`src/rtl/cnot_pkg.sv`:
```
`default_nettype none
// ============================================================================
// Module   : cnot_pkg
// Purpose  : Shared types, default sizes and the forward CNOT ladder encoder
//            for the cnot_ladder_decoder block.
// Contents : state_t       - decoder FSM states (IDLE, DECODE, DONE)
//            DEF_WIDTH     - default word width
//            DEF_STEP      - default bits decoded per clock
//            cnot_ladder_encode(word) - forward ladder, y[i]=x[i]^x[i+1]
// Revision : 1.0 - initial release
// ============================================================================
package cnot_pkg;

  typedef enum logic [1:0] {
    IDLE   = 2'd0,
    DECODE = 2'd1,
    DONE   = 2'd2
  } state_t;

  localparam int DEF_WIDTH      = 16;
  localparam int DEF_STEP       = 4;
  localparam int CNOT_MAX_WIDTH = 64;

  // Callers zero-extend narrower words; the implicit x[W]=0 makes the MSB
  // pass through unchanged, matching y[W-1]=x[W-1].
  function automatic logic [CNOT_MAX_WIDTH-1:0] cnot_ladder_encode(
    input logic [CNOT_MAX_WIDTH-1:0] word
  );
    return word ^ (word >> 1);
  endfunction

endpackage
`default_nettype wire

```
`src/rtl/cnot_slice_decode.sv`:
```
`default_nettype none
// ============================================================================
// Module   : cnot_slice_decode
// Purpose  : Combinational STEP-bit prefix-XOR slice, MSB first.
// Ports    : y_slice   (in,  STEP) encoded bits of this slice
//            carry_in  (in,  1)    decoded bit just above the slice
//            x_slice   (out, STEP) decoded bits
//            carry_out (out, 1)    LSB of x_slice, feeds the next slice
// Revision : 1.0 - initial release
// ============================================================================
module cnot_slice_decode
  import cnot_pkg::*;
#(
  parameter int STEP = DEF_STEP
) (
  input  logic [STEP-1:0] y_slice,
  input  logic            carry_in,
  output logic [STEP-1:0] x_slice,
  output logic            carry_out
);

  logic w_run;

  // x[i] = y[i] ^ x[i+1]: a running parity walking down from the MSB.
  always_comb begin
    w_run   = carry_in;
    x_slice = '0;
    for (int i = STEP - 1; i >= 0; i--) begin
      w_run      = w_run ^ y_slice[i];
      x_slice[i] = w_run;
    end
  end

  assign carry_out = x_slice[0];

endmodule
`default_nettype wire

```
`src/rtl/cnot_ladder_decoder.sv`:
```
`default_nettype none
// ============================================================================
// Module   : cnot_ladder_decoder
// Purpose  : Multi-cycle inverse of the CNOT ladder encoding; recovers x from
//            y with a prefix XOR, STEP bits per clock, MSB first.
// Ports    : clk, rst_n (async, active-low)
//            in_data/in_valid/in_ready    - encoded word input handshake
//            out_data/out_valid/out_ready - decoded word output handshake
//            busy                         - high in DECODE or DONE
//            check_err (CNOT_LADDER_CHECK_EN only) - sticky self-check error
// Options  : `define CNOT_LADDER_CHECK_EN adds a re-encode self-check in DONE.
// Revision : 1.0 - initial release
// ============================================================================
module cnot_ladder_decoder
  import cnot_pkg::*;
#(
  parameter int WIDTH = DEF_WIDTH,
  parameter int STEP  = DEF_STEP
) (
  input  logic             clk,
  input  logic             rst_n,
  input  logic [WIDTH-1:0] in_data,
  input  logic             in_valid,
  output logic             in_ready,
  output logic [WIDTH-1:0] out_data,
  output logic             out_valid,
  input  logic             out_ready,
  output logic             busy
`ifdef CNOT_LADDER_CHECK_EN
  ,
  output logic             check_err
`endif
);

  localparam int NSTEP = WIDTH / STEP;
  localparam int CNT_W = (NSTEP > 1) ? $clog2(NSTEP) : 1;

  state_t           r_state;
  state_t           w_next;
  logic [WIDTH-1:0] r_shadow;
  logic [WIDTH-1:0] r_out;
  logic [CNT_W-1:0] r_cnt;
  logic             r_carry;
  logic [STEP-1:0]  w_y_slice;
  logic [STEP-1:0]  w_x_slice;
  logic             w_carry_out;
  logic             w_last;

  // Slice k covers bits WIDTH-1-k*STEP downto WIDTH-(k+1)*STEP.
  always_comb begin
    w_y_slice = '0;
    for (int k = 0; k < NSTEP; k++) begin
      if (r_cnt == CNT_W'(k)) begin
        w_y_slice = r_shadow[WIDTH-1-k*STEP -: STEP];
      end
    end
  end

  assign w_last = (r_cnt == CNT_W'(NSTEP - 1));

  cnot_slice_decode #(
    .STEP (STEP)
  ) u_slice (
    .y_slice   (w_y_slice),
    .carry_in  (r_carry),
    .x_slice   (w_x_slice),
    .carry_out (w_carry_out)
  );

  always_ff @(posedge clk or negedge rst_n) begin
    if (!rst_n) begin
      r_state <= IDLE;
    end else begin
      r_state <= w_next;
    end
  end

  always_comb begin
    w_next    = r_state;
    in_ready  = 1'b0;
    out_valid = 1'b0;
    busy      = 1'b0;
    case (r_state)
      IDLE: begin
        in_ready = 1'b1;
        if (in_valid) w_next = DECODE;
      end
      DECODE: begin
        busy = 1'b1;
        if (w_last) w_next = DONE;
      end
      DONE: begin
        busy      = 1'b1;
        out_valid = 1'b1;
        // An in_valid seen here is deliberately not consumed.
        if (out_ready) w_next = IDLE;
      end
      default: w_next = IDLE;
    endcase
  end

  always_ff @(posedge clk or negedge rst_n) begin
    if (!rst_n) begin
      r_shadow <= '0;
      r_out    <= '0;
      r_cnt    <= '0;
      r_carry  <= 1'b0;
    end else begin
      case (r_state)
        IDLE: begin
          if (in_valid) begin
            r_shadow <= in_data;
            r_cnt    <= '0;
            r_carry  <= 1'b0;
          end
        end
        DECODE: begin
          for (int k = 0; k < NSTEP; k++) begin
            if (r_cnt == CNT_W'(k)) begin
              r_out[WIDTH-1-k*STEP -: STEP] <= w_x_slice;
            end
          end
          r_carry <= w_carry_out;
          r_cnt   <= r_cnt + 1'b1;
        end
        default: ;
      endcase
    end
  end

  assign out_data = r_out;

`ifdef CNOT_LADDER_CHECK_EN
  logic [CNOT_MAX_WIDTH-1:0] w_reenc;
  logic                      r_check_err;

  // A correct decode re-encodes to exactly the latched input word.
  assign w_reenc = cnot_ladder_encode(CNOT_MAX_WIDTH'(r_out));

  always_ff @(posedge clk or negedge rst_n) begin
    if (!rst_n) begin
      r_check_err <= 1'b0;
    end else if (r_state == DONE && w_reenc != CNOT_MAX_WIDTH'(r_shadow)) begin
      r_check_err <= 1'b1;
    end
  end

  assign check_err = r_check_err;
`endif

endmodule
`default_nettype wire

```
`config.mk`:
```
export PLATFORM = sky130hd
export DESIGN_NAME = cnot_ladder_decoder
export DESIGN_NICKNAME = d
export VERILOG_FILES = /design/src/rtl/cnot_pkg.sv /design/src/rtl/cnot_slice_decode.sv /design/src/rtl/cnot_ladder_decoder.sv
export SDC_FILE = /design/constraint.sdc
export NUM_CORES = 1
export LEC_CHECK = 0
export CAP_MARGIN = 20
export CORE_MARGIN = 10
export CORE_UTILIZATION = 45
export CTS_CLUSTER_SIZE = 14
export DETAILED_ROUTE_END_ITERATION = 8
export HOLD_SLACK_MARGIN = 0.02
export PLACE_DENSITY_LB_ADDON = 0.3
export SKIP_CTS_REPAIR_TIMING = 1
export SYNTH_ARGS = -nofsm -noshare
export SYNTH_HDL_FRONTEND = slang
export SYNTH_SLANG_ARGS = --single-unit
```
`constraint.sdc`:
```
create_clock -name clk -period 3.78 [get_ports clk]
set_input_delay 0.567 -clock clk [delete_from_list [all_inputs] [get_ports clk]]
set_output_delay 0.567 -clock clk [all_outputs]
set_load 0.02 [all_outputs]
```
==> results.cfg, run 1 <==
[sta]
tightest_slew_ns = 0.661
finalHoldViolations = 0
tns_ns = 0
grt_setup_unrepaired = no
min_period_over_period_pct = 65.0
period_minus_slack_ns = 2.46
setup_viol = 0
max_freq_mhz = 407
clock_skew_ns = 0.00385
slew_headroom_pct = 55.8
whs_ns = 0.477
slew_violations = 0

[layout]
layout_common_cells = 38 x clkdlybuf4s50_1, 37 x dfrtp_1, 24 x mux2_2, 20 x nand2_1, 12 x o21ai_0
postLayoutCellArea_mm2 = 0.00224
final_common_cell = clkdlybuf4s50_1
syn_to_final_growth_pct = 30.6
drive_above_1_share_pct = 19.5
finish.utilization_pct = 60.8
nets = 211
n_antenna_cell = 0

[placed_design]
port_buffers = 38
placed_area_mm2 = 0.00214
gp_congestion = 0.785
dp_hpwl_um = 2780

[drt]
postRouteAntennaNets = 0
vias = 1193
drc_errors = 0
drt_wl_total_um = 3520
viasPerCell = 5.12
dr.first_iter.drc_count = 51
dr.pass1.iters = 4
wire_per_inst_um = 15.1

[cts]
h-tree-depth = 2
clk_latency_ns = 0.28
clockBufferDepth = 2
cts_tree = yes
cts_buffers = 5
cts.sinks = 37
clkTransAtPathRegs_ns = 0.07
root_buffer = clkbuf_8

[status]
outcome = completed

[worst_hold_path]
hold_class = reg -> reg
min_from = out_data[7]

[synth]
yosysSeqAreaShare_pct = 53.9
syn_area_mm2 = 0.00172
ys_types = 26
yosys.area.top_type_share_pct = 53.9
synth_area_leaders = dfrtp_1 54%, mux2_2 16%, ha_1 5.1%
syn-mean-instance-area_um2 = 12.1
synth.ff_latch_count = 37
synth_top_area_cell = dfrtp_1
synth_warnings = 0
syn_nets = 169
synthCells = 142

[critical_path]
endpoint = out_data[1]
critical_path.startpoint = r_cnt[1]
ff2ff_setup_slack_ns = 1.32
r2r_cells = 8
r2r_end = out_data[1]
crit_required_ns = 3.95
worstSetupPathType = reg -> reg
r2r-start = r_cnt[1]
critPathArrivalTime_ns = 2.62
critical_path_peak_fanout = 9
start_kind = register
end_kind = register

[floorplanning]
start_util_pct = 46.6
io_pins = 39
dieArea_mm2 = 0.00669
core_area_mm2 = 0.00369
die_y_um = 81.8
row_count = 22
die_w_um = 81.8

[global_route]
grt_usage_pct = 10.9
grt_overflow = 0
grt_max_degree = 38
antenna_found_initial = 0
grt_pass1_vias = 1246
grt_pass1_wl_um = 5730

[run]
max_cap_violations = 0

[power]
max-vdd-ir-drop_mv = 0.383
p_leak_nw = 0.974
total_power_mw = 2.25
power_density_mw_per_mm2 = 1000
## layout make-up
type,count,area [um2]
well taps,48,60.1
clock inverters,1,5.00
multi-input cells,93,738
clock buffers,7,96.3
inverters,8,30.0
fillers,327,1450
flip-flops and latches,37,926
repair buffers,39,388
## worst max-delay path, stage by stage (launching register included)
cell	delay, ns
dfrtp_1	0.41
inv_1	0.09
ha_1	0.29
and3b_1	0.21
a2111oi_0	0.44
a21oi_1	0.17
xnor2_2	0.26
xnor2_1	0.18
mux2_2	0.30
## per-layer routing
layer	GRT usage, %	share of wire, %
met3	3.82	6.7
met1	12.3	43
met4	5.27	1.2
met2	18.1	49
met5	0	0
## how the worst min path moves through the flow
stage | end | cells past startpoint
2_1_floorplan | out_data[0] | 0
3_3_place_gp | out_data[14] | 2
3_5_place_dp | out_data[11] | 2
4_1_cts | out_data[11] | 2
5_1_grt | out_data[11] | 2
6_report | out_data[7] | 2
## state kept, by name (all words and copies together) (netlist names)
name,count
out_data,16
r_shadow,16
r_cnt,2
r_state,2
r_carry,1
## report_power, final
group / leakage, nW / switching [mW] / total [mW] / internal, mW
clock: 0.0542 / 0.129 / 0.294 / 0.165
sequential: 0.452 / 0.115 / 0.705 / 0.590
combinational: 0.468 / 0.647 / 1.25 / 0.606
total: 0.974 / 0.892 / 2.25 / 1.36
## cells by family after synthesis
kind of cell | after synthesis | synth area share, %
buf+inv | 12 | 3.13
flops | 37 | 53.9
fa+ha+maj | 7 | 5.10
xor+xnor | 8 | 4.95
simple gates | 26 | 6.77
compound gates | 28 | 10.4
mux | 24 | 15.7
## cell usage after synthesis, drive strengths merged
cell type  number
xnor2           7
nand3           1
o21ai          12
nor3b           1
a2111oi         1
inv             8
a21boi          1
nand3b          1
a22oi           3
clkbuf          2
ha              7
nand2b          1
xor2            1
and3b           1
a21oi           5
dfrtp          37
mux2           24
o21a            2
a32o            2
buf             2
nand2          20
a211oi          2
nor2b           1
## per-stage QoR
| step | worst slack [ns] | std cells |
|---|---|---|
| finish | 1.32 | 233 |
| CTS | 1.34 | 233 |
| floorplan | 1.66 | 142 |
| detailed placement | 1.35 | 225 |
| global placement | 1.51 | 225 |
| global route | 1.15 | 233 |
Power figures use the tool's default switching activity.
==> run 2: changes to the inputs <==
Settings changed: CORE_UTILIZATION 45 to 44.
Clock period 3.78 ns to 2.15 ns, I/O delays scaled along.
==> run 2 against run 1 <==
Compared with the run above:
- the flow now finishes with violations (setup timing)
- via count grew 2.9%
- setup slack lost 1.4 ns
- non-clock buffer count grew 11
- clock skew grew 0.0017 ns
- cell area grew 11%
- critical path depth grew 1
- critical path type unchanged
- global-route usage grew 0.32 points
- sequential power grew 82%
- sequential share of layout area shrank 3.9 points
- critical endpoint is now out_data[13]
- core utilization grew 6.1 points
==> results.cfg, run 2 (synthesis gave the netlist of run 1 again) <==
[drt]
drt_wl_total_um = 4020
dr.first_iter.drc_count = 58
postRouteAntennaNets = 0
wire_per_inst_um = 16.5
viasPerCell = 5.05
drc_errors = 0
vias = 1228
dr.pass1.iters = 4

[floorplanning]
die_y_um = 82.5
start_util_pct = 46.2
core_area_mm2 = 0.00372
die_w_um = 82.5
io_pins = 39
dieArea_mm2 = 0.00680
row_count = 22

[cts]
clkTransAtPathRegs_ns = 0.07
clk_latency_ns = 0.28
root_buffer = clkbuf_8
clockBufferDepth = 2
h-tree-depth = 2
cts.sinks = 37
cts_tree = yes
cts_buffers = 5

[layout]
n_antenna_cell = 0
nets = 222
syn_to_final_growth_pct = 44.7
final_common_cell = clkdlybuf4s50_1
finish.utilization_pct = 66.9
layout_common_cells = 38 x clkdlybuf4s50_1, 35 x dfrtp_1, 22 x mux2_2, 20 x nand2_1, 9 x buf_4
drive_above_1_share_pct = 32.3

[global_route]
grt_max_degree = 38
antenna_found_initial = 0
grt_usage_pct = 11.3
grt_pass1_wl_um = 5900
grt_pass1_vias = 1311
grt_overflow = 0

[sta]
tns_ns = -0.520
setup_ws_ns = -0.0962
slew_violations = 0
grt_setup_unrepaired = yes
setup_viol = 8
max_freq_mhz = 445
min_period_over_period_pct = 104
period_minus_slack_ns = 2.25
tightest_slew_ns = 0.450
whs_ns = 0.451
finalHoldViolations = 0
clock_skew_ns = 0.00551
slew_headroom_pct = 70.0

[run]
max_cap_violations = 0

[critical_path]
r2r_cells = 9
r2r-start = r_cnt[0]
critical_path.startpoint = r_cnt[0]
start_kind = register
worstSetupPathType = reg -> reg
crit_required_ns = 2.31
end_kind = register
critical_path_peak_fanout = 4
critPathArrivalTime_ns = 2.41

[power]
power_density_mw_per_mm2 = 2000
max-vdd-ir-drop_mv = 0.940
total_power_mw = 4.98
p_leak_nw = 1.06

[placed_design]
port_buffers = 38
dp_hpwl_um = 2940
gp_congestion = 0.761
place_ws_ns = -0.0615

[worst_hold_path]
hold_class = in -> async

[status]
outcome = complete, but fails checks
violations = setup timing
[run 2: stage by stage]
step / std cells / area (um2)
3_3_place_gp: 235 / 2220
4_1_cts: 242 / 2300
2_1_floorplan: 142 / 1720
6_report: 243 / 2490
5_1_grt: 243 / 2490
3_5_place_dp: 235 / 2220
[run 2: layout make-up]
| class | count | area (um2) |
|---|---|---|
| clock buffer | 7 | 86.3 |
| sequential | 37 | 928 |
| tap | 48 | 60.1 |
| inverter | 8 | 35.0 |
| multi-input combinational | 93 | 895 |
| fill | 294 | 1230 |
| timing repair buffer | 50 | 482 |
[run 2: critical path, stage by stage (launching register included)]
cell and delay [ns]:
dfrtp_2 0.47, inv_4 0.11, ha_4 0.13, buf_6 0.10, nand3b_1 0.12, a211oi_2 0.33
xnor2_2 0.17, xnor2_4 0.28, xnor2_2 0.13, mux2_2 0.28
[run 2: routing by layer]
layer	vias up	wire length, um	track usage [%]
li1	595	-	-
met1	591	1410	11.4
met2	33	2280	21.2
met3	9	247	3.35
met4	0	73	4.08
met5	-	0	0
[run 2: where the power goes]
part | total, mW | switching, mW | internal, mW
Combinational | 3.23 | 1.51 | 1.72
Clock | 0.473 | 0.219 | 0.254
Sequential | 1.28 | 0.238 | 1.04
[run 2: worst paths after layout]
| kind | to | slack, ns |
|---|---|---|
| worst min register to register | out_data[10] | 0.49 |
| worst min-delay path | out_data[12] | 0.45 |
| worst max register to register | out_data[13] | -0.1 |
| min in group clk | out_data[10] | 0.49 |
| worst max-delay path | out_data[13] | -0.1 |
| max in group asynchronous | r_cnt[1] | 1.35 |
==> run 3: changes to the inputs <==
Settings changed: CORE_UTILIZATION 44 to 45, CTS_BUF_LIST set to sky130_fd_sc_hd__clkbuf_8.
==> run 3 against run 2 <==
Compared with the run above:
- the run still ends with setup timing left
- die area is 1.7% lower
- highest routed layer unchanged
- final cell count is 1.6% higher
- combinational power is 12% lower
==> results.cfg, run 3 (synthesis gave the netlist of run 1 again) <==
[sta]
grt_setup_unrepaired = yes
slew_headroom_pct = 69.6
whs_ns = 0.463
setup_ws_ns = -0.0817
period_minus_slack_ns = 2.23
tightest_slew_ns = 0.455
slew_violations = 0
min_period_over_period_pct = 104
clock_skew_ns = 0.00663
finalHoldViolations = 0
max_freq_mhz = 448
setup_viol = 9

[drt]
dr.pass1.iters = 4
wire_per_inst_um = 15.0
postRouteAntennaNets = 0
drt_wl_total_um = 3700
vias = 1232
dr.first_iter.drc_count = 65
drc_errors = 0
viasPerCell = 4.99

[layout]
layout_common_cells = 38 x clkdlybuf4s50_1, 36 x dfrtp_1, 24 x mux2_2, 20 x nand2_1, 13 x buf_4
final_cells = 247
final_common_cell = clkdlybuf4s50_1
nets = 225
drive_above_1_share_pct = 31.7
finish.utilization_pct = 66.0
n_antenna_cell = 0
syn_to_final_growth_pct = 41.8
fillers = 286

[cts]
clk_latency_ns = 0.28
cts.sinks = 37
root_buffer = clkbuf_8
clockBufferDepth = 2
clkTransAtPathRegs_ns = 0.06
cts_buffers = 5
h-tree-depth = 2
cts_tree = yes

[critical_path]
critPathArrivalTime_ns = 2.40
r2r_end = out_data[12]
critical_path.startpoint = r_cnt[0]
crit_required_ns = 2.32
crit_path_max_incr_delay_ns = 0.45
worstSetupPathType = reg -> reg
r2r-start = r_cnt[0]
crit_chain = ha_4, buf_6, nand3b_1, a211oi_2, xnor2_2, xnor2_2, xnor2_2, mux2_2
critPathSlowestCell = dfrtp_2
cpMostUsedCell = xnor2_2
ff2ff_setup_slack_ns = -0.08
end_kind = register
r2r_cells = 8
endpoint = out_data[12]
critical_path_peak_fanout = 4
start_kind = register

[power]
p_leak_nw = 1.07
power_density_mw_per_mm2 = 1860
seqPwrFrac_pct = 27.7
switching_power_mw = 1.77
comb_power_share_pct = 62.9
internal_power_mw = 2.76
swShare_pct = 39.1
max-vdd-ir-drop_mv = 0.837
total_power_mw = 4.53
clockPowerShare_pct = 9.4

[global_route]
antenna_found_initial = 0
grt_usage_pct = 11.4
grt_max_degree = 38
grt_overflow = 0
grt_pass1_vias = 1352
grt_pass1_wl_um = 6010

[status]
outcome = complete, but fails checks
violations = setup timing

[placed_design]
gp_congestion = 0.763
dp_hpwl_um = 2900
port_buffers = 38
post-place-cells = 237
place_ws_ns = -0.176

[worst_hold_path]
hold_class = in -> async

[floorplanning]
row_count = 22
core_area_mm2 = 0.00369
die_w_um = 81.8
dieArea_mm2 = 0.00669
io_pins = 39
die_y_um = 81.8
start_util_pct = 46.6

[run]
max_cap_violations = 0
run 3: cell types whose count changed in the layout (fill, tap and decap cells not counted), moves of 2 or more:
cell     change
inv_1        +3
mux2_4       -2
xnor2_4      -2
buf_4        +4
o21ai_0      +2
mux2_2       +2
o21ai_1      -2
run 3: worst min path at each step:
stage                 from           end  slack (ns)
6_report             rst_n   out_data[8]        0.46
5_1_grt              rst_n  out_data[10]        0.51
4_1_cts              rst_n   out_data[3]        0.47
3_5_place_dp   out_data[7]   out_data[7]        0.47
3_3_place_gp   out_data[3]   out_data[3]        0.46
2_1_floorplan        rst_n   out_data[0]        0.03
run 3: cell type report:
class / instances / area, um2 / share of cell area, %
clock buffer: 5 / 68.8 / 2.82
clock inverter: 3 / 11.3 / 0.462
inverter: 8 / 32.5 / 1.34
multi-input combinational: 93 / 836 / 34.3
sequential: 37 / 927 / 38.1
tap: 48 / 60.1 / 2.47
timing repair buffer: 53 / 500 / 20.5
run 3: power by group through the flow:
stage / sequential (mW) / combinational (mW) / clock (mW)
after floorplan: 1.36 / 1.41 / 0
after global placement: 1.24 / 2.41 / 0
after detailed placement: 1.26 / 2.50 / 0
after CTS: 1.24 / 2.51 / 0.446
after global routing: 1.30 / 3.11 / 0.476
final: 1.25 / 2.85 / 0.423
run 3: per-stage QoR:
step,setup TNS [ns],cell area [um2]
after detailed placement,-1.12,2230
final,-0.526,2440
after global routing,-1.68,2440
after floorplan,0,1720
after global placement,-0.165,2230
after CTS,-1.46,2310
run 3: worst max-delay path, delay by kind of cell, from the launching register on:
kind,cells,cell delay [ns]
flip-flops,1,0.45
buffers and inverters,1,0.11
XOR/XNOR,3,0.59
multiplexers,1,0.28
AO/OA/AOI/OAI,1,0.34
adder cells (fa/ha/maj),1,0.18
AND/OR/NAND/NOR,1,0.17
run 3: per-layer routing:
metal  GRT usage [%]  up-vias  part of all wire (%)  routed length, um
met4            5.10        0                   1.1                 42
met2            20.5       33                    52               1940
met3            4.26        4                   7.6                281
met1            11.6      598                    39               1440
li1                -      597                     -                  -
met5               0        -                     0                  0
